===== src/rtl/led_counter_ctrl.sv =====
// Prescaled up/down LED counter; KEY_RUN/KEY_DIR presses toggle run and direction (build option LED_GRAY_EN: Gray-coded LEDs).
// Latency: press acts on edge DEBOUNCE_CYCLES+2 after first low sample; COUNT/LED/WRAP registered, one edge per step.
// Backpressure: none, free-running; WRAP is a single-cycle strobe with no handshake.
module led_counter_ctrl #(
    parameter int CNT_WIDTH       = 32,
    parameter int LED_WIDTH       = 3,
    parameter int LED_LSB         = 23,
    parameter int PRESCALE        = 1,
    parameter int DEBOUNCE_CYCLES = 1000000
) (
    input  logic                 CLK100MHZ,
    input  logic                 RESET_N,
    input  logic                 KEY_RUN,
    input  logic                 KEY_DIR,
    output logic [LED_WIDTH-1:0] LED,
    output logic [CNT_WIDTH-1:0] COUNT,
    output logic                 RUNNING,
    output logic                 DIR_DOWN,
    output logic                 WRAP
);

    localparam int DB_W = $clog2(DEBOUNCE_CYCLES + 1);
    localparam int PS_W = (PRESCALE > 1) ? $clog2(PRESCALE) : 1;

    localparam logic [DB_W-1:0]      DB_LAST = DB_W'(DEBOUNCE_CYCLES - 1);
    localparam logic [DB_W-1:0]      DB_ONE  = DB_W'(1);
    localparam logic [PS_W-1:0]      PS_LAST = PS_W'(PRESCALE - 1);
    localparam logic [PS_W-1:0]      PS_ONE  = PS_W'(1);
    localparam logic [CNT_WIDTH-1:0] CNT_ONE = CNT_WIDTH'(1);

    logic [1:0] w_key_raw;
    logic [1:0] w_press;

    assign w_key_raw = {KEY_DIR, KEY_RUN};

    // Bit 0 = run key, bit 1 = direction key; both share the same synchroniser + debounce.
    for (genvar k = 0; k < 2; k++) begin : g_key
        logic            r_sync1;
        logic            r_sync2;
        logic            r_deb;
        logic [DB_W-1:0] r_dcnt;
        logic            w_diff;
        logic            w_accept;

        assign w_diff   = r_sync2 ^ r_deb;
        assign w_accept = w_diff && (r_dcnt == DB_LAST);

        always_ff @(posedge CLK100MHZ or negedge RESET_N) begin
            if (!RESET_N) begin
                r_sync1 <= 1'b1;
                r_sync2 <= 1'b1;
                r_deb   <= 1'b1;
                r_dcnt  <= '0;
            end else begin
                r_sync1 <= w_key_raw[k];
                r_sync2 <= r_sync1;
                if (!w_diff) begin
                    r_dcnt <= '0;
                end else if (w_accept) begin
                    r_deb  <= r_sync2;
                    r_dcnt <= '0;
                end else begin
                    r_dcnt <= r_dcnt + DB_ONE;
                end
            end
        end

        // Press is the accepted 1->0 transition, flagged on the edge that accepts it.
        assign w_press[k] = w_accept && !r_sync2;
    end

    logic [PS_W-1:0]      r_presc;
    logic                 r_running;
    logic                 r_dir_down;
    logic [CNT_WIDTH-1:0] r_count;
    logic                 r_wrap;
    logic [LED_WIDTH-1:0] r_led;

    logic                 w_tick;
    logic                 w_wrap;
    logic [CNT_WIDTH-1:0] w_count_nxt;
    logic [LED_WIDTH-1:0] w_slice;
    logic [LED_WIDTH-1:0] w_led_nxt;

    assign w_tick = r_running && (r_presc == PS_LAST);

    always_comb begin
        w_count_nxt = r_count;
        w_wrap      = 1'b0;
        if (w_tick) begin
            if (r_dir_down) begin
                w_count_nxt = r_count - CNT_ONE;
                w_wrap      = (r_count == '0);
            end else begin
                w_count_nxt = r_count + CNT_ONE;
                w_wrap      = &r_count;
            end
        end
    end

    assign w_slice = w_count_nxt[LED_LSB +: LED_WIDTH];

`ifdef LED_GRAY_EN
    assign w_led_nxt = w_slice ^ (w_slice >> 1);
`else
    assign w_led_nxt = w_slice;
`endif

    // Prescaler phase is frozen while paused so a resume finishes the interrupted period.
    always_ff @(posedge CLK100MHZ or negedge RESET_N) begin
        if (!RESET_N) begin
            r_presc <= '0;
        end else if (r_running) begin
            r_presc <= w_tick ? '0 : (r_presc + PS_ONE);
        end
    end

    always_ff @(posedge CLK100MHZ or negedge RESET_N) begin
        if (!RESET_N) begin
            r_running  <= 1'b1;
            r_dir_down <= 1'b0;
            r_count    <= '0;
            r_wrap     <= 1'b0;
            r_led      <= '0;
        end else begin
            r_running  <= r_running ^ w_press[0];
            r_dir_down <= r_dir_down ^ w_press[1];
            r_count    <= w_count_nxt;
            r_wrap     <= w_wrap;
            r_led      <= w_led_nxt;
        end
    end

    assign COUNT    = r_count;
    assign LED      = r_led;
    assign RUNNING  = r_running;
    assign DIR_DOWN = r_dir_down;
    assign WRAP     = r_wrap;

endmodule


===== config.mk =====
export PLATFORM = sky130hd
export DESIGN_NAME = led_counter_ctrl
export DESIGN_NICKNAME = d
export VERILOG_FILES = /design/src/rtl/led_counter_ctrl.sv
export SDC_FILE = /design/constraint.sdc
export NUM_CORES = 1
export LEC_CHECK = 0
export BUFFER_PORTS_ARGS = -buffer_cell sky130_fd_sc_hd__buf_2
export CORE_UTILIZATION = 35
export CTS_CLUSTER_DIAMETER = 30
export DETAILED_ROUTE_END_ITERATION = 10
export HOLD_SLACK_MARGIN = 0.06
export SYNTH_ARGS = -nofsm -noshare
export SYNTH_HDL_FRONTEND = slang
export SYNTH_SLANG_ARGS = --single-unit

===== constraint.sdc =====
create_clock -name CLK100MHZ -period 3.5 [get_ports CLK100MHZ]
set_input_delay 0.875 -clock CLK100MHZ [delete_from_list [all_inputs] [get_ports CLK100MHZ]]
set_output_delay 0.875 -clock CLK100MHZ [all_outputs]
set_load 0.005 [all_outputs]

# [Yosys cells after proc, flatten, opt, wreduce, memory -nomap -nowiden]
# Cells that the tools add are included.
[totals] word_cells=46 register_bits=82 in_bits=4
[op_classes] muxes=9 n_reduce_logical=11 eq_ne=2 n_bitwise=5 add_sub_neg=5
[ops] operator="20-bit 2-to-1 mux" count=4
[ops] operator="20-bit by 1-bit adder with 20-bit output, second input constant" count=2
[ops] operator="20-bit == test, second input constant" count=2
[ops] operator="32-bit by 1-bit adder with 32-bit output, second input constant" count=1
[ops] operator="32-bit zero test" count=1
[ops] operator="32-bit 2-to-1 mux" count=1
[ops] operator="32-bit AND reduction" count=1
[ops] operator="32-bit by 1-bit subtractor with 32-bit output, second input constant" count=1
[ops] operator="26-bit 2-to-1 mux" count=1
[ops] operator="1-bit logical AND" count=5
[ops] operator="2-bit AND reduction" count=2
[ops] operator="1-bit bitwise XOR" count=4
[ops] operator="1-bit 2-to-1 mux" count=3
[ops] operator="1-bit zero test" count=2
[ops] operator="1-bit adder, second input constant" count=1
[ops] operator="1-bit NOT" count=1

# [Longest topological paths before layout]
# Gate-level depths: netlist (run 1).
[logic_depth] word_depth=4 depth_mapped=10 ltp_nobuf=9

# [Worst setup path before layout (run 1)]
# No wires, ideal clock.
[synth_timing] path_type="register to register" start="register r_dir_down (netlist: DIR_DOWN)" end="register r_count[28] (netlist: COUNT[28])" slack_ps=567 stages_incl_launch_ff=10 path_buffers=0 arrival_time_ps=2787 setup_time_ps=146 t_required_ps=3354 path_cell_list="dfrtp_1 -> ha_1 -> a211o_1 -> a31o_1 -> nand3_1 -> a21oi_1 -> o211ai_1 -> nand4b_1 -> o311ai_0 -> o311ai_1"
[synth_via] elab_chain_len=1
[synth_lines] element="from (decl)" line="74" rtl="logic r_dir_down;"
[synth_lines] element="from (signal assigned)" line="127" rtl="r_dir_down <= r_dir_down ^ w_press[1];"
[synth_lines] element="32-bit 2-to-1 mux" line="91" rtl="if (r_dir_down) begin"
[synth_lines] element="to (signal assigned)" line="128" rtl="r_count <= w_count_nxt;"
[synth_lines] element="to (decl)" line="75" rtl="logic [CNT_WIDTH-1:0] r_count;"
# Every way passes these cells.
# A chain may end at the register's enable or synchronous reset.

# [Final worst setup path (run 1)]
# Same ends and word-level chain as after synthesis.

==> flow_summary.yaml, run 1 <==
outcome:
  run_status: "completed"
timing:
  skew_ns: 0.00760
  drv_slew: 0
  hold_slack_ns: 0.355
  min_period_ns: 3.03
  finalCritPeriodShare_pct: 86.6
  fmax_mhz: 330
  rsz0062_at_grt: "no"
  tightest_slew_ns: 1.03
  tns_ns: 0
  setup_viol: 0
  final_hold_viol_count: 0
  relSlewSlack_pct: 31.4
synth:
  syn_area_per_cell_um2: 8.71
  async_flop_share_pct: 100
  ys_types: 54
  synth_top_flop_cell: "dfrtp_1"
  yosys-top-cells-area: "dfrtp_1 (36%), ha_1 (7.6%), xnor2_1 (5.7%)"
  ys_seq_elements: 82
  synth-simple-area-share_pct: 22.5
  yosysSeqAreaShare_pct: 39.3
  yosysTopAreaCell: "dfrtp_1"
  synth_compound_area_share_pct: 15.6
  synth.area.mux_share_pct: 0.429
  syn-num-nets: 639
  yosysTopAreaCellShare_pct: 35.8
  syn_inst: 602
  synth-xor-area-share_pct: 10.9
  synth_fa_ha_area_share_pct: 8.02
  ys_warn_count: 0
  synth_edf_count: 0
  netlist_area_mm2: 0.00525
  synth_top_family_by_area: "simple AND/OR/NAND/NOR gates"
clock_tree:
  clockBufferDepth: 2
  cts_tree: "done"
  cts-root-buf: "clkbuf_16"
  hold_buffers: 0
  clock_latency_ns: 0.34
  post_cts_buffers: 0
  path_clk_slew_ns: 0.06
  cts_resized: 0
  h-tree-depth: 3
  numCtsBuffers: 9
  numClockSinks: 82
worst_setup_path:
  critPathArrivalTime_ns: 3.26
  critPathMostFrequentCell: "a21oi_1"
  path_max_fanout: 18
  crit_chain: "ha_1 -> a21oi_1 -> o21ai_0 -> a31oi_1 -> a21oi_1 -> o211ai_1 -> nand4b_1 -> o31a_1 -> o311ai_1"
  cp-end-kind: "flop"
  reg2reg_depth: 9
  crit_required_ns: 3.73
  startpoint_type: "flop"
  critPathMaxStageDelay_ns: 0.75
  worstSetupPathType: "flop to flop"
  worst_path_max_delay_cell: "dfrtp_1"
floorplanning:
  coreArea_mm2: 0.0146
  io_pins: 42
  die_area_mm2: 0.0155
  rows: 44
  die_w_um: 124
  die_h_um: 124
  initial_core_util_pct: 36.0
route:
  drc: 0
  drt_iter0_drc: 352
  wl_um: 12400
  routedWlPerCell_um: 15.1
  viasPerCell: 5.36
  vias: 4391
  firstDrtPassIters: 5
  final_antenna_net_count: 0
grt:
  grt_pass1_vias: 4223
  grt.overflow.total: 0
  antenna_found_initial: 0
  grt_pass1_wl_um: 21000
  grt_max_degree: 83
  grt_use_total_pct: 16.7
finish:
  syn_to_final_growth_pct: 12.6
  nNetsFinal: 667
  drive_gt1_share_pct: 11.8
  n_antenna_cell: 0
pwr:
  peakVddDrop_v: 0.000236
  p_leak_uw: 0.00270
  cellPowerDensity_mw_per_mm2: 344
place:
  gp_congestion: 0.871
  portBuffers: 41
  dp_hpwl_um: 9120
hold_path:
  worstHoldPathCells: 0
  hold_class: "flop to flop"
job:
  max-cap-violations: 0
## final cells by class
class | instances | area (um^2)
Tap cell | 184 | 230
Sequential cell | 82 | 2060
Clock inverter | 4 | 76.3
Timing Repair Buffer | 44 | 230
Fill cell | 1424 | 8680
Multi-Input combinational cell | 479 | 3010
Inverter | 14 | 52.6
Clock buffer | 12 | 246
## cell usage after synthesis (2+ instances only)
cell type,instances
dfrtp_1,75
nor2_1,67
nand2_1,66
a21oi_1,39
o21ai_0,35
xnor2_1,34
ha_1,32
xor2_1,31
nand3_1,29
nand4_1,20
a21o_1,15
clkbuf_1,15
inv_1,14
nor4_1,14
and3_1,9
nor3_1,9
o21ai_1,8
buf_2,7
dfstp_2,7
or3_1,6
nor2b_1,5
o211ai_1,5
a31oi_1,4
nor4b_1,4
o21a_1,4
a211oi_1,3
buf_4,3
nand2b_1,3
nor3b_1,3
o31a_1,3
a211o_1,2
a21boi_0,2
a21o_2,2
and2_1,2
mux2_2,2
nand4b_1,2
o21bai_1,2
or2_2,2
or4_1,2
## registers in the layout (all words and copies together), names as in the netlist
register	cells
g_key.r_dcnt	40
COUNT	29
LED	3
g_key.r_deb	2
g_key.r_sync1	2
g_key.r_sync2	2
DIR_DOWN	1
RUNNING	1
WRAP	1
r_presc	1
## per-stage QoR
step	cells	util, %	instance area [um^2]	worst slack [ns]	total power (uW)
global placement	803	38.3	5590	0.574	1020
detailed placement	803	38.3	5590	0.489	1020
finish	819	40.5	5910	0.470	2030
floorplan	602	-	5250	0.567	997
global route	819	40.5	5910	0.0325	2110
CTS	819	40.5	5910	0.453	2060
## worst max-delay path, delay by kind of cell, from the launching register on
family,cells,cell delay (ns)
fa+ha+maj,1,0.41
simple gates,1,0.20
compound gates,7,1.57
flops,1,0.75
## power by group
group          leakage, uW  internal, uW  total (uW)  switching, uW
logic              0.00143          8.19        38.4           30.2
clock network     0.000153           646        1030            381
registers          0.00112           958         965           6.58
## path summary, 6_finish.rpt
| kind | slack (ns) | from | endpoint |
|---|---|---|---|
| worst max-delay path | 0.47 | DIR_DOWN$_DFF_PN0_ | COUNT[28]$_DFFE_PN0P_ |
| min in group asynchronous | 0.71 | RESET_N | g_key[0].r_dcnt[7]$_DFF_PN0_ |
| worst min register to register | 0.36 | g_key[0].r_sync1$_DFF_PN1_ | g_key[0].r_sync2$_DFF_PN1_ |
| worst max register to register | 0.47 | DIR_DOWN$_DFF_PN0_ | COUNT[28]$_DFFE_PN0P_ |
| worst min-delay path | 0.36 | g_key[0].r_sync1$_DFF_PN1_ | g_key[0].r_sync2$_DFF_PN1_ |
| max in group asynchronous | 2.12 | RESET_N | WRAP$_DFF_PN0_ |
## routing by layer
layer | global-route usage [%] | routed length (um) | up-vias
met5 | 0 | 0 | -
met2 | 26.3 | 5710 | 84
met3 | 2.32 | 395 | 17
li1 | - | - | 2192
met1 | 23.1 | 6050 | 2098
met4 | 6.73 | 225 | 0
## cells in the final DEF, fill, tap and decap left out, types with 20 or more instances in the layout
cell type  synthesis  routed
dfrtp_1           75      75
xor2_1            31      31
ha_1              32      32
nand4_1           20      20
nand2_1           66      66
buf_2              7      40
o21ai_0           35      35
xnor2_1           34      34
nand3_1           29      29
a21oi_1           39      39
nor2_1            67      67
## cells by family (layout without fill, tap and decap cells)
group / count (synthesis) / count (layout)
buffers and inverters: 41 / 74
multiplexers: 2 / 2
AND/OR/NAND/NOR: 245 / 245
adder cells (fa/ha/maj): 33 / 33
XOR/XNOR: 65 / 65
flip-flops: 82 / 82
AO/OA/AOI/OAI: 134 / 134
Power figures use the tool's default switching activity.
==> run 2: changes to the inputs <==
- SKIP_CTS_REPAIR_TIMING: default -> 1
- clock period: 3.5 -> 2.81 ns (I/O delays scaled with it)
==> run 2 against run 1 <==
  * Highest routed layer unchanged
  * Largest power group unchanged
  * Global-route usage grew 0.76 points
  * Clock power grew 36%
  * Via count is 2.7% higher
  * Critical path depth rose by 1
==> flow_summary.yaml, run 2 (synthesized netlist as in run 1, its figures left out) <==
route:
  viasPerCell: 5.34
  routedWlPerCell_um: 15.7
  drt_iter0_drc: 331
  final_antenna_net_count: 0
  vias: 4509
  wl_um: 13300
  firstDrtPassIters: 4
  drc: 0
floorplanning:
  initial_core_util_pct: 36.0
  rows: 44
  io_pins: 42
  coreArea_mm2: 0.0146
  die_w_um: 124
  die_h_um: 124
  die_area_mm2: 0.0155
finish:
  drive_gt1_share_pct: 20.5
  n_antenna_cell: 0
  largest_reg_flops: 40
  syn_to_final_growth_pct: 21.2
  nNetsFinal: 692
  utilization_pct: 43.6
  layout_commonest_cell: "dfrtp_1"
  nFillCells: 1386
  final_area_mm2: 0.00636
  top_register: "g_key.r_dcnt"
  mostFrequentLayoutCells: "dfrtp_1 (74), nand2_1 (66), nor2_1 (65), buf_2 (40), o21ai_0 (34)"
timing:
  setup_viol: 0
  tns_ns: 0
  finalCritPeriodShare_pct: 96.0
  drv_slew: 0
  final_hold_viol_count: 0
  fmax_mhz: 371
  rsz0062_at_grt: "yes"
  tightest_slew_ns: 0.787
  hold_slack_ns: 0.318
  skew_ns: 0.00825
  min_period_ns: 2.70
  relSlewSlack_pct: 47.6
clock_tree:
  numClockSinks: 82
  clockBufferDepth: 2
  numCtsBuffers: 9
  cts_tree: "done"
  h-tree-depth: 3
  path_clk_slew_ns: 0.07
  cts-root-buf: "clkbuf_16"
  clock_latency_ns: 0.35
worst_setup_path:
  path_max_fanout: 7
  r2r_end: "COUNT[28]$_DFFE_PN0P_"
  r2r_start: "DIR_DOWN$_DFF_PN0_"
  reg2reg_depth: 10
  r2r_slack_ns: 0.11
  critPathArrivalTime_ns: 2.94
  worstSetupPathType: "flop to flop"
  cp-end-kind: "flop"
  crit_required_ns: 3.06
  startpoint_type: "flop"
grt:
  grt_use_total_pct: 17.5
  grt_pass1_wl_um: 21900
  grt.overflow.total: 0
  antenna_found_initial: 0
  grt_max_degree: 40
  grt_pass1_vias: 4282
pwr:
  p_leak_uw: 0.00284
  cellPowerDensity_mw_per_mm2: 418
  peakVddDrop_v: 0.000296
place:
  dp_hpwl_um: 9680
  gp_congestion: 0.944
  place_area_mm2: 0.00573
  portBuffers: 41
job:
  max-cap-violations: 0
outcome:
  run_status: "completed"
hold_path:
  hold_class: "input port to asynchronous set/reset pin"
[run 2: cell types whose count changed in the layout (fill, tap and decap cells not counted), moves of 3 or more]
cell,delta
ha_4,+7
buf_4,+20
buf_6,+3
ha_1,-11
a21oi_1,-9
ha_2,+4
a21oi_2,+9
[run 2: power breakdown]
group	switching (uW)	internal [uW]	total [uW]
logic	38.6	13.9	52.4
clock network	525	880	1400
registers	8.33	1190	1200
[run 2: worst max-delay path by stage]
stage                     slack (ns)  depth (start not counted)               start                     to
after floorplan                 0.15                         10  DIR_DOWN$_DFF_PN0_  COUNT[27]$_DFFE_PN0P_
after global placement          0.14                         10  DIR_DOWN$_DFF_PN0_     LED[2]$_DFFE_PN0P_
after detailed placement        0.08                          9  DIR_DOWN$_DFF_PN0_  COUNT[28]$_DFFE_PN0P_
after CTS                       0.05                         11  DIR_DOWN$_DFF_PN0_  COUNT[31]$_DFFE_PN0P_
after global routing           -0.08                         12  DIR_DOWN$_DFF_PN0_  COUNT[30]$_DFFE_PN0P_
final                           0.11                         10  DIR_DOWN$_DFF_PN0_  COUNT[28]$_DFFE_PN0P_
[run 2: critical path: stages, from the launching register on]
cell and delay (ns):
dfrtp_4 0.50, buf_12 0.15, fa_1 0.42, a21o_1 0.21, a31o_1 0.26, nand3_2 0.08, a21oi_2 0.08, o211ai_1 0.19
nand4b_1 0.21, o31a_1 0.30, o311ai_2 0.20
[run 2: metal layers]
metal / part of all wire (%) / global-route usage, % / vias to the layer above
li1: - / - / 2253
met1: 48 / 24.3 / 2152
met2: 46 / 26.6 / 82
met3: 3.2 / 2.23 / 22
met4: 2.7 / 8.79 / 0
met5: 0 / 0 / -
[run 2: layout make-up]
cell class	instances	area, um^2	area share, %
Inverter	14	52.6	0.827
Tap cell	184	230	3.62
Timing Repair Buffer	69	454	7.14
Multi-Input combinational cell	479	3210	50.4
Clock buffer	9	225	3.54
Clock inverter	7	124	1.95
Sequential cell	82	2060	32.5
[run 2: metrics by stage]
step | instances | power, uW | worst slack [ns]
detailed placement | 821 | 1280 | 0.0827
global route | 844 | 2740 | -0.0772
CTS | 837 | 2690 | 0.0527
floorplan | 602 | 1240 | 0.154
finish | 844 | 2660 | 0.113
global placement | 821 | 1280 | 0.140
